--- config.mk ---
export PLATFORM = sky130hd
export DESIGN_NAME = register_bank
export DESIGN_NICKNAME = d
export VERILOG_FILES = /design/src/rtl/register_bank.sv
export SDC_FILE = /design/constraint.sdc
export NUM_CORES = 1
export LEC_CHECK = 0
export ABC_AREA = 1
export BUFFER_PORTS_ARGS = -buffer_cell sky130_fd_sc_hd__buf_2
export CELL_PAD_IN_SITES_DETAIL_PLACEMENT = 1
export CELL_PAD_IN_SITES_GLOBAL_PLACEMENT = 1
export CORE_AREA = 2 2 409 411
export DETAILED_ROUTE_END_ITERATION = 8
export DIE_AREA = 0 0 411 413
export GPL_TIMING_DRIVEN = 0
export PLACE_DENSITY = 0.61
export SLEW_MARGIN = 20
export SYNTH_ARGS = -nofsm -noshare
export SYNTH_HDL_FRONTEND = slang
export SYNTH_SLANG_ARGS = --single-unit
--- constraint.sdc ---
create_clock -name clk -period 1.7 [get_ports clk]
set_input_delay 0.34 -clock clk [delete_from_list [all_inputs] [get_ports clk]]
set_output_delay 0.34 -clock clk [all_outputs]
set_load 0.03 [all_outputs]
--- src/rtl/register_bank.sv ---
// register_bank: 31-entry MIPS register storage with one write port, sequential clear engine, and write-first bypass when REGFILE_WRITE_BYPASS_EN is defined
module register_bank #(
  parameter int WIDTH = 32,
  parameter logic [WIDTH-1:0] SP_RESET_VAL = 32'h7FFF_EFFC
) (
  input  logic             clk,
  input  logic             reset,
  input  logic             Reg_Write,
  input  logic [4:0]       Write_Register,
  input  logic [WIDTH-1:0] Write_Data,
  input  logic             Clear_Req,
  output logic             Clear_Busy,
  output logic [WIDTH-1:0] Q0,
  output logic [WIDTH-1:0] Q1,
  output logic [WIDTH-1:0] Q2,
  output logic [WIDTH-1:0] Q3,
  output logic [WIDTH-1:0] Q4,
  output logic [WIDTH-1:0] Q5,
  output logic [WIDTH-1:0] Q6,
  output logic [WIDTH-1:0] Q7,
  output logic [WIDTH-1:0] Q8,
  output logic [WIDTH-1:0] Q9,
  output logic [WIDTH-1:0] Q10,
  output logic [WIDTH-1:0] Q11,
  output logic [WIDTH-1:0] Q12,
  output logic [WIDTH-1:0] Q13,
  output logic [WIDTH-1:0] Q14,
  output logic [WIDTH-1:0] Q15,
  output logic [WIDTH-1:0] Q16,
  output logic [WIDTH-1:0] Q17,
  output logic [WIDTH-1:0] Q18,
  output logic [WIDTH-1:0] Q19,
  output logic [WIDTH-1:0] Q20,
  output logic [WIDTH-1:0] Q21,
  output logic [WIDTH-1:0] Q22,
  output logic [WIDTH-1:0] Q23,
  output logic [WIDTH-1:0] Q24,
  output logic [WIDTH-1:0] Q25,
  output logic [WIDTH-1:0] Q26,
  output logic [WIDTH-1:0] Q27,
  output logic [WIDTH-1:0] Q28,
  output logic [WIDTH-1:0] Q29,
  output logic [WIDTH-1:0] Q30,
  output logic [WIDTH-1:0] Q31
);
  typedef enum logic {IDLE, CLEAR} state_t;
  state_t state_q, state_d;
  logic [4:0] cnt_q, cnt_d;
  logic we;
  logic [WIDTH-1:0] q [32];
  assign Clear_Busy = state_q == CLEAR;
  assign we = Reg_Write && !Clear_Busy;
  always_ff @(posedge clk or negedge reset)
    if (!reset) begin
      state_q <= IDLE;
      cnt_q <= 5'd1;
    end else begin
      state_q <= state_d;
      cnt_q <= cnt_d;
    end
  always_comb begin
    state_d = state_q;
    cnt_d = cnt_q;
    if (state_q == IDLE) begin
      state_d = Clear_Req ? CLEAR : IDLE;
      cnt_d = 5'd1;
    end else begin
      state_d = cnt_q == 5'd31 ? IDLE : CLEAR;
      cnt_d = cnt_q == 5'd31 ? 5'd1 : cnt_q + 5'd1;
    end
  end
  assign q[0] = '0;
  for (genvar i = 1; i < 32; i++) begin : g_reg
    localparam logic [WIDTH-1:0] RV = (i == 29) ? SP_RESET_VAL : '0;
    logic [WIDTH-1:0] rq;
    logic hit;
    assign hit = we && Write_Register == 5'(i);
    always_ff @(posedge clk or negedge reset)
      if (!reset) rq <= RV;
      else if (Clear_Busy && cnt_q == 5'(i)) rq <= RV;
      else if (hit) rq <= Write_Data;
`ifdef REGFILE_WRITE_BYPASS_EN
    assign q[i] = hit ? Write_Data : rq;
`else
    assign q[i] = rq;
`endif
  end
  assign Q0 = q[0];
  assign Q1 = q[1];
  assign Q2 = q[2];
  assign Q3 = q[3];
  assign Q4 = q[4];
  assign Q5 = q[5];
  assign Q6 = q[6];
  assign Q7 = q[7];
  assign Q8 = q[8];
  assign Q9 = q[9];
  assign Q10 = q[10];
  assign Q11 = q[11];
  assign Q12 = q[12];
  assign Q13 = q[13];
  assign Q14 = q[14];
  assign Q15 = q[15];
  assign Q16 = q[16];
  assign Q17 = q[17];
  assign Q18 = q[18];
  assign Q19 = q[19];
  assign Q20 = q[20];
  assign Q21 = q[21];
  assign Q22 = q[22];
  assign Q23 = q[23];
  assign Q24 = q[24];
  assign Q25 = q[25];
  assign Q26 = q[26];
  assign Q27 = q[27];
  assign Q28 = q[28];
  assign Q29 = q[29];
  assign Q30 = q[30];
  assign Q31 = q[31];
endmodule

Yosys cells after proc, flatten, opt, wreduce, memory -nomap -nowiden
Index checks and enable logic that the tools add are counted.
{"block": "word_totals", "register_bits": 998, "output_inout_bits": 1025, "wordCells": 258}
{"block": "classes", "add_sub_neg": 1, "eq_ne": 62, "muxes": 67, "n_reduce_logical": 95}
{"operator": "$mux W32", "count": 62}
{"operator": "$eq A5 B5 Y1 const B", "count": 32}
{"operator": "$eq A5 B4 Y1 const B", "count": 16}
{"operator": "$logic_and A1 B1 Y1", "count": 63}
{"operator": "$reduce_bool A2 Y1", "count": 31}
{"operator": "$eq A5 B3 Y1 const B", "count": 8}
{"operator": "$eq A5 B2 Y1 const B", "count": 4}
{"operator": "$eq A5 B1 Y1 const B", "count": 2}
{"operator": "$mux W5", "count": 2}
{"operator": "$add A5 B1 Y5 const B", "count": 1}
{"operator": "$mux W1", "count": 3}
{"operator": "$logic_not A1 Y1", "count": 1}

Depth between registers and ports, before layout
{"block": "depth", "ltp_word": 5, "ltp_mapped": 9}

Worst setup path after synthesis
OpenSTA, ideal clock, no wires.
{"block": "synth_timing", "kind": "register -> register", "start": "reg cnt_q[0]", "end": "reg g_reg[31].rq[22] (netlist: Q31[22])", "setup_time_ps": 119, "arrival_time_ps": 1558, "required_time_ps": 1581, "slack_ps": 23, "stages_incl_launch_ff": 9, "n_path_buf": 1, "synth_period_minus_slack_ps": 1677, "cell_sequence": "dfstp_2 > ha_1 > inv_1 > nor2_1 > ha_1 > nand2_1 > clkbuf_1 > nand3_1 > nand2_1"}
{"block": "synth_via", "elab_chain_cells": 3, "elab_cells_between_ends": 4, "classes_between": "eq/ne (1); mux (1); reduce/logical (2)"}
{"element": "start: declaration", "line": "48", "rtl": "logic [4:0] cnt_q, cnt_d;"}
{"element": "start signal: assignment", "line": "59", "rtl": "cnt_q <= cnt_d;"}
{"element": "$eq A5 B5 Y1 *", "line": "80", "rtl": "else if (Clear_Busy && cnt_q == 5'(i)) rq <= RV;"}
{"element": "$logic_and A1 B1 Y1 *", "line": "80"}
{"element": "$mux W32 or $reduce_bool A2 Y1 (tied branches)"}
{"element": "end signal: assignment", "line": "81", "rtl": "else if (hit) rq <= Write_Data;"}
{"element": "end: declaration", "line": "75", "rtl": "logic [WIDTH-1:0] rq;"}
Mark *: on every way between the ends. The rest lies on a longest branch, timed or not.
A chain may end at the register's enable or synchronous reset.

Final worst setup path
{"block": "layout_timing", "start": "reg cnt_q[0]", "end": "reg g_reg[15].rq[9] (netlist: Q15[9])"}
{"block": "layout_via", "elab_chain_cells": 3, "elab_cells_between_ends": 4, "classes_between": "eq/ne (1); mux (1); reduce/logical (2)"}
{"element": "$eq A5 B4 Y1 *", "line": "80"}
{"element": "$logic_and A1 B1 Y1 *", "line": "80"}
{"element": "$mux W32 or $reduce_bool A2 Y1 (tied branches)"}
{"element": "end signal: assignment", "line": "81"}
{"element": "end: declaration", "line": "75"}
Marked as above.

==> results.json <==
{
  "ys_types": 21,
  "yosys_register_bits": 998,
  "slew_viol_final": 0,
  "setup_ws_ns": -0.3021,
  "syn_area_per_cell_sq_um": 8.725,
  "crit_family": "flip-flops",
  "path_clk_slew_ns": 0.07,
  "cts_max_path_buffers": 3,
  "hp-class": "in2async",
  "die_y_microns": 413,
  "grt_pass1_wl_microns": 320600,
  "utilization_pct": 36.30,
  "first_global_vias": 39950,
  "numPortBuffers": 1033,
  "grt-ovfl-total": 0,
  "post_drt_wl_per_cell_microns": 28.76,
  "layout.cells.non_filler": 8357,
  "finalCritPeriodShare_pct": 117.8,
  "via_count": 39920,
  "crit_path_max_fanout": 10,
  "die_width_microns": 411,
  "grt.total_usage_pct": 26.87,
  "power.switching_w": 0.02751,
  "drc": 0,
  "cts-root-buf": "clkbuf_16",
  "synthCells": 4628,
  "ys_warn_count": 0,
  "p_clk_share_pct": 35.9,
  "rsz0062_at_grt": "true",
  "drtAntennaViolNets": 0,
  "floorplan.rows": 150,
  "drt_wl_total_microns": 240300,
  "r2r-start": "cnt_q[0]$_DFF_PN1_",
  "p_int_w": 0.04702,
  "leakagePower_nw": 35.12,
  "area_growth_pct": 49.13,
  "grt_max_degree": 125,
  "slew_headroom_pct": 8.100,
  "ctsHtreeMaxLevel": 3,
  "drtIter0Drc": 3178,
  "worstMarginPinSlew_ns": 1.378,
  "crit_type": "reg2reg",
  "final.setup.tns_ns": -168.23,
  "gp_congestion": 0.8576,
  "combPwrFrac_pct": 26.0,
  "nets": 6070,
  "seq_area_frac_synth_pct": 61.94,
  "clock-sinks": 998,
  "start_util_pct": 24.34,
  "finalSetupViolations": 1190,
  "crit_buf_inv": 3,
  "whs_ns": -0.5348,
  "worst-r2r-setup-slack_ns": -0.30,
  "cp.required_ns": 2.29,
  "via_per_inst": 4.777,
  "dp_hpwl_microns": 168500,
  "cpPeakStageDelay_ns": 0.59,
  "coreArea_sq_mm": 0.1659,
  "startpoint": "cnt_q[0]$_DFF_PN1_",
  "cts_tree": "yes",
  "dr.pass1.iters": 5,
  "num_io_pins": 1066,
  "hold_violations": 185,
  "power.share.switching_pct": 36.91,
  "fin_crit_ns": 2.002,
  "failed_checks": "negative hold slack, negative setup slack",
  "cp_cell_sequence": "buf_12 -> ha_4 -> inv_6 -> nor2_4 -> ha_2 -> nand2_8 -> buf_4 -> nand3_1 -> nand2_1",
  "dp.cells": 7906,
  "die_area_sq_mm": 0.1697,
  "worstPathArrival_ns": 2.59,
  "drive_above_1_share_pct": 37.03,
  "status": "complete, but fails checks",
  "vdd_drop_max_mv": 0.8951,
  "critPathLaunchType": "flip-flop",
  "power_density_mw_per_mm2": 1238,
  "clock_latency_ns": 0.78,
  "drv_cap": 0,
  "worst_path_max_delay_cell": "dfstp_2",
  "clock_skew_ns": 0.07643,
  "pwr-share-seq_pct": 38.1,
  "pre_cts_slack_ns": -1.720,
  "cp-end-kind": "flip-flop",
  "syn_area_sq_mm": 0.04038,
  "numCtsBuffers": 118,
  "grt_antenna_before_repair": 29,
  "fmax_mhz": 499.5
}
[cell usage in the layout, fill, tap and decap left out, drive strengths merged]
| master | netlist | layout |
|---|---|---|
| a21oi | 1 | 1 |
| buf | 217 | 1426 |
| bufbuf | 0 | 5 |
| bufinv | 0 | 7 |
| clkbuf | 196 | 382 |
| clkinv | 0 | 45 |
| clkinvlp | 0 | 15 |
| conb | 1 | 32 |
| dfrtp | 969 | 969 |
| dfstp | 29 | 29 |
| diode | 0 | 26 |
| dlygate4sd3 | 0 | 19 |
| ha | 7 | 7 |
| inv | 79 | 61 |
| nand2 | 2094 | 2094 |
| nand3 | 994 | 994 |
| nor2 | 38 | 38 |
| nor3b | 1 | 1 |
| o21a | 1 | 1 |
| or2 | 1 | 1 |
[power by group through the flow]
stage               Sequential, W  Clock, W  Combinational [W]
floorplan                  0.0334         0            0.00418
global placement           0.0286         0             0.0165
detailed placement         0.0286         0             0.0168
CTS                        0.0283    0.0272             0.0183
global route               0.0286    0.0282             0.0204
finish                     0.0284    0.0268             0.0194
[worst register-to-register path: cells and delay by family (launching register included)]
| family | cells | cell delay (ns) |
|---|---|---|
| adders and majority gates | 2 | 0.43 |
| buffers and inverters | 3 | 0.38 |
| DFF | 1 | 0.59 |
| and+or+nand+nor | 4 | 0.45 |
[cell type report]
type,instances,area (sq um)
clock inverters,49,581.8
diodes,26,65.06
plain buffers,400,3172
flip-flops and latches,998,25010
clock buffers,176,3492
inverters,79,539.3
multi-input cells,3169,15580
fillers,19290,105700
repair buffers,1256,9015
well taps,2204,2758
[worst paths after layout]
check / to / cells past startpoint
max reg2reg: Q15[9]$_DFFE_PN0P_ / 9
min: Q25[16]$_DFFE_PN0P_ / 1
max: Q15[9]$_DFFE_PN0P_ / 9
min in group clk: Q5[1]$_DFFE_PN0P_ / 3
min reg2reg: Q29[28]$_DFFE_PN1P_ / 2
max in group asynchronous: Q28[25]$_DFFE_PN0P_ / 6
[Yosys cell counts, drive strengths merged]
library cell,number,share of area [%]
a21oi,1,0.012
buf,217,2.9
clkbuf,196,1.8
conb,1,0.0093
dfrtp,969,60
dfstp,29,1.9
ha,7,0.22
inv,79,0.73
nand2,2094,20
nand3,994,12
nor2,38,0.39
nor3b,1,0.019
o21a,1,0.019
or2,1,0.016
[layer usage]
layer | global-route usage, % | wire length (microns) | share of wire [%]
met1 | 31.87 | 93170 | 39
met2 | 44.21 | 114900 | 48
met3 | 7.018 | 18250 | 7.6
met4 | 15.01 | 14060 | 5.8
met5 | 0 | 13 | 0.0054
[what timing repair did]
action | in CTS | in global routing
gates resized for setup | 644 | 731
hold buffers | 18 | 1
hold endpoints to repair | 233 | 117
buffers inserted | 98 | 39
gates cloned | 31 | 34
pin swaps | 112 | 216
endpoints found under the setup margin | 2134 | 1945
[metrics by stage]
| step | area, sq um | total power (W) |
|---|---|---|
| floorplan | 40500 | 0.03762 |
| global placement | 48420 | 0.04505 |
| detailed placement | 48720 | 0.04537 |
| CTS | 56820 | 0.07385 |
| global route | 60180 | 0.07712 |
| finish | 60220 | 0.07453 |
[cells by family (layout without fill, tap and decap cells)]
| logic type | after synthesis | in the layout | share of synthesized area, % |
|---|---|---|---|
| AO/OA/AOI/OAI | 2 | 2 | 0.03098 |
| flip-flops | 998 | 998 | 61.94 |
| other | 1 | 58 | 0.009287 |
| adder cells (fa/ha/maj) | 7 | 7 | 0.2169 |
| AND/OR/NAND/NOR | 3128 | 3128 | 32.36 |
| buffers and inverters | 492 | 1960 | 5.447 |
Power figures use the tool's default switching activity.
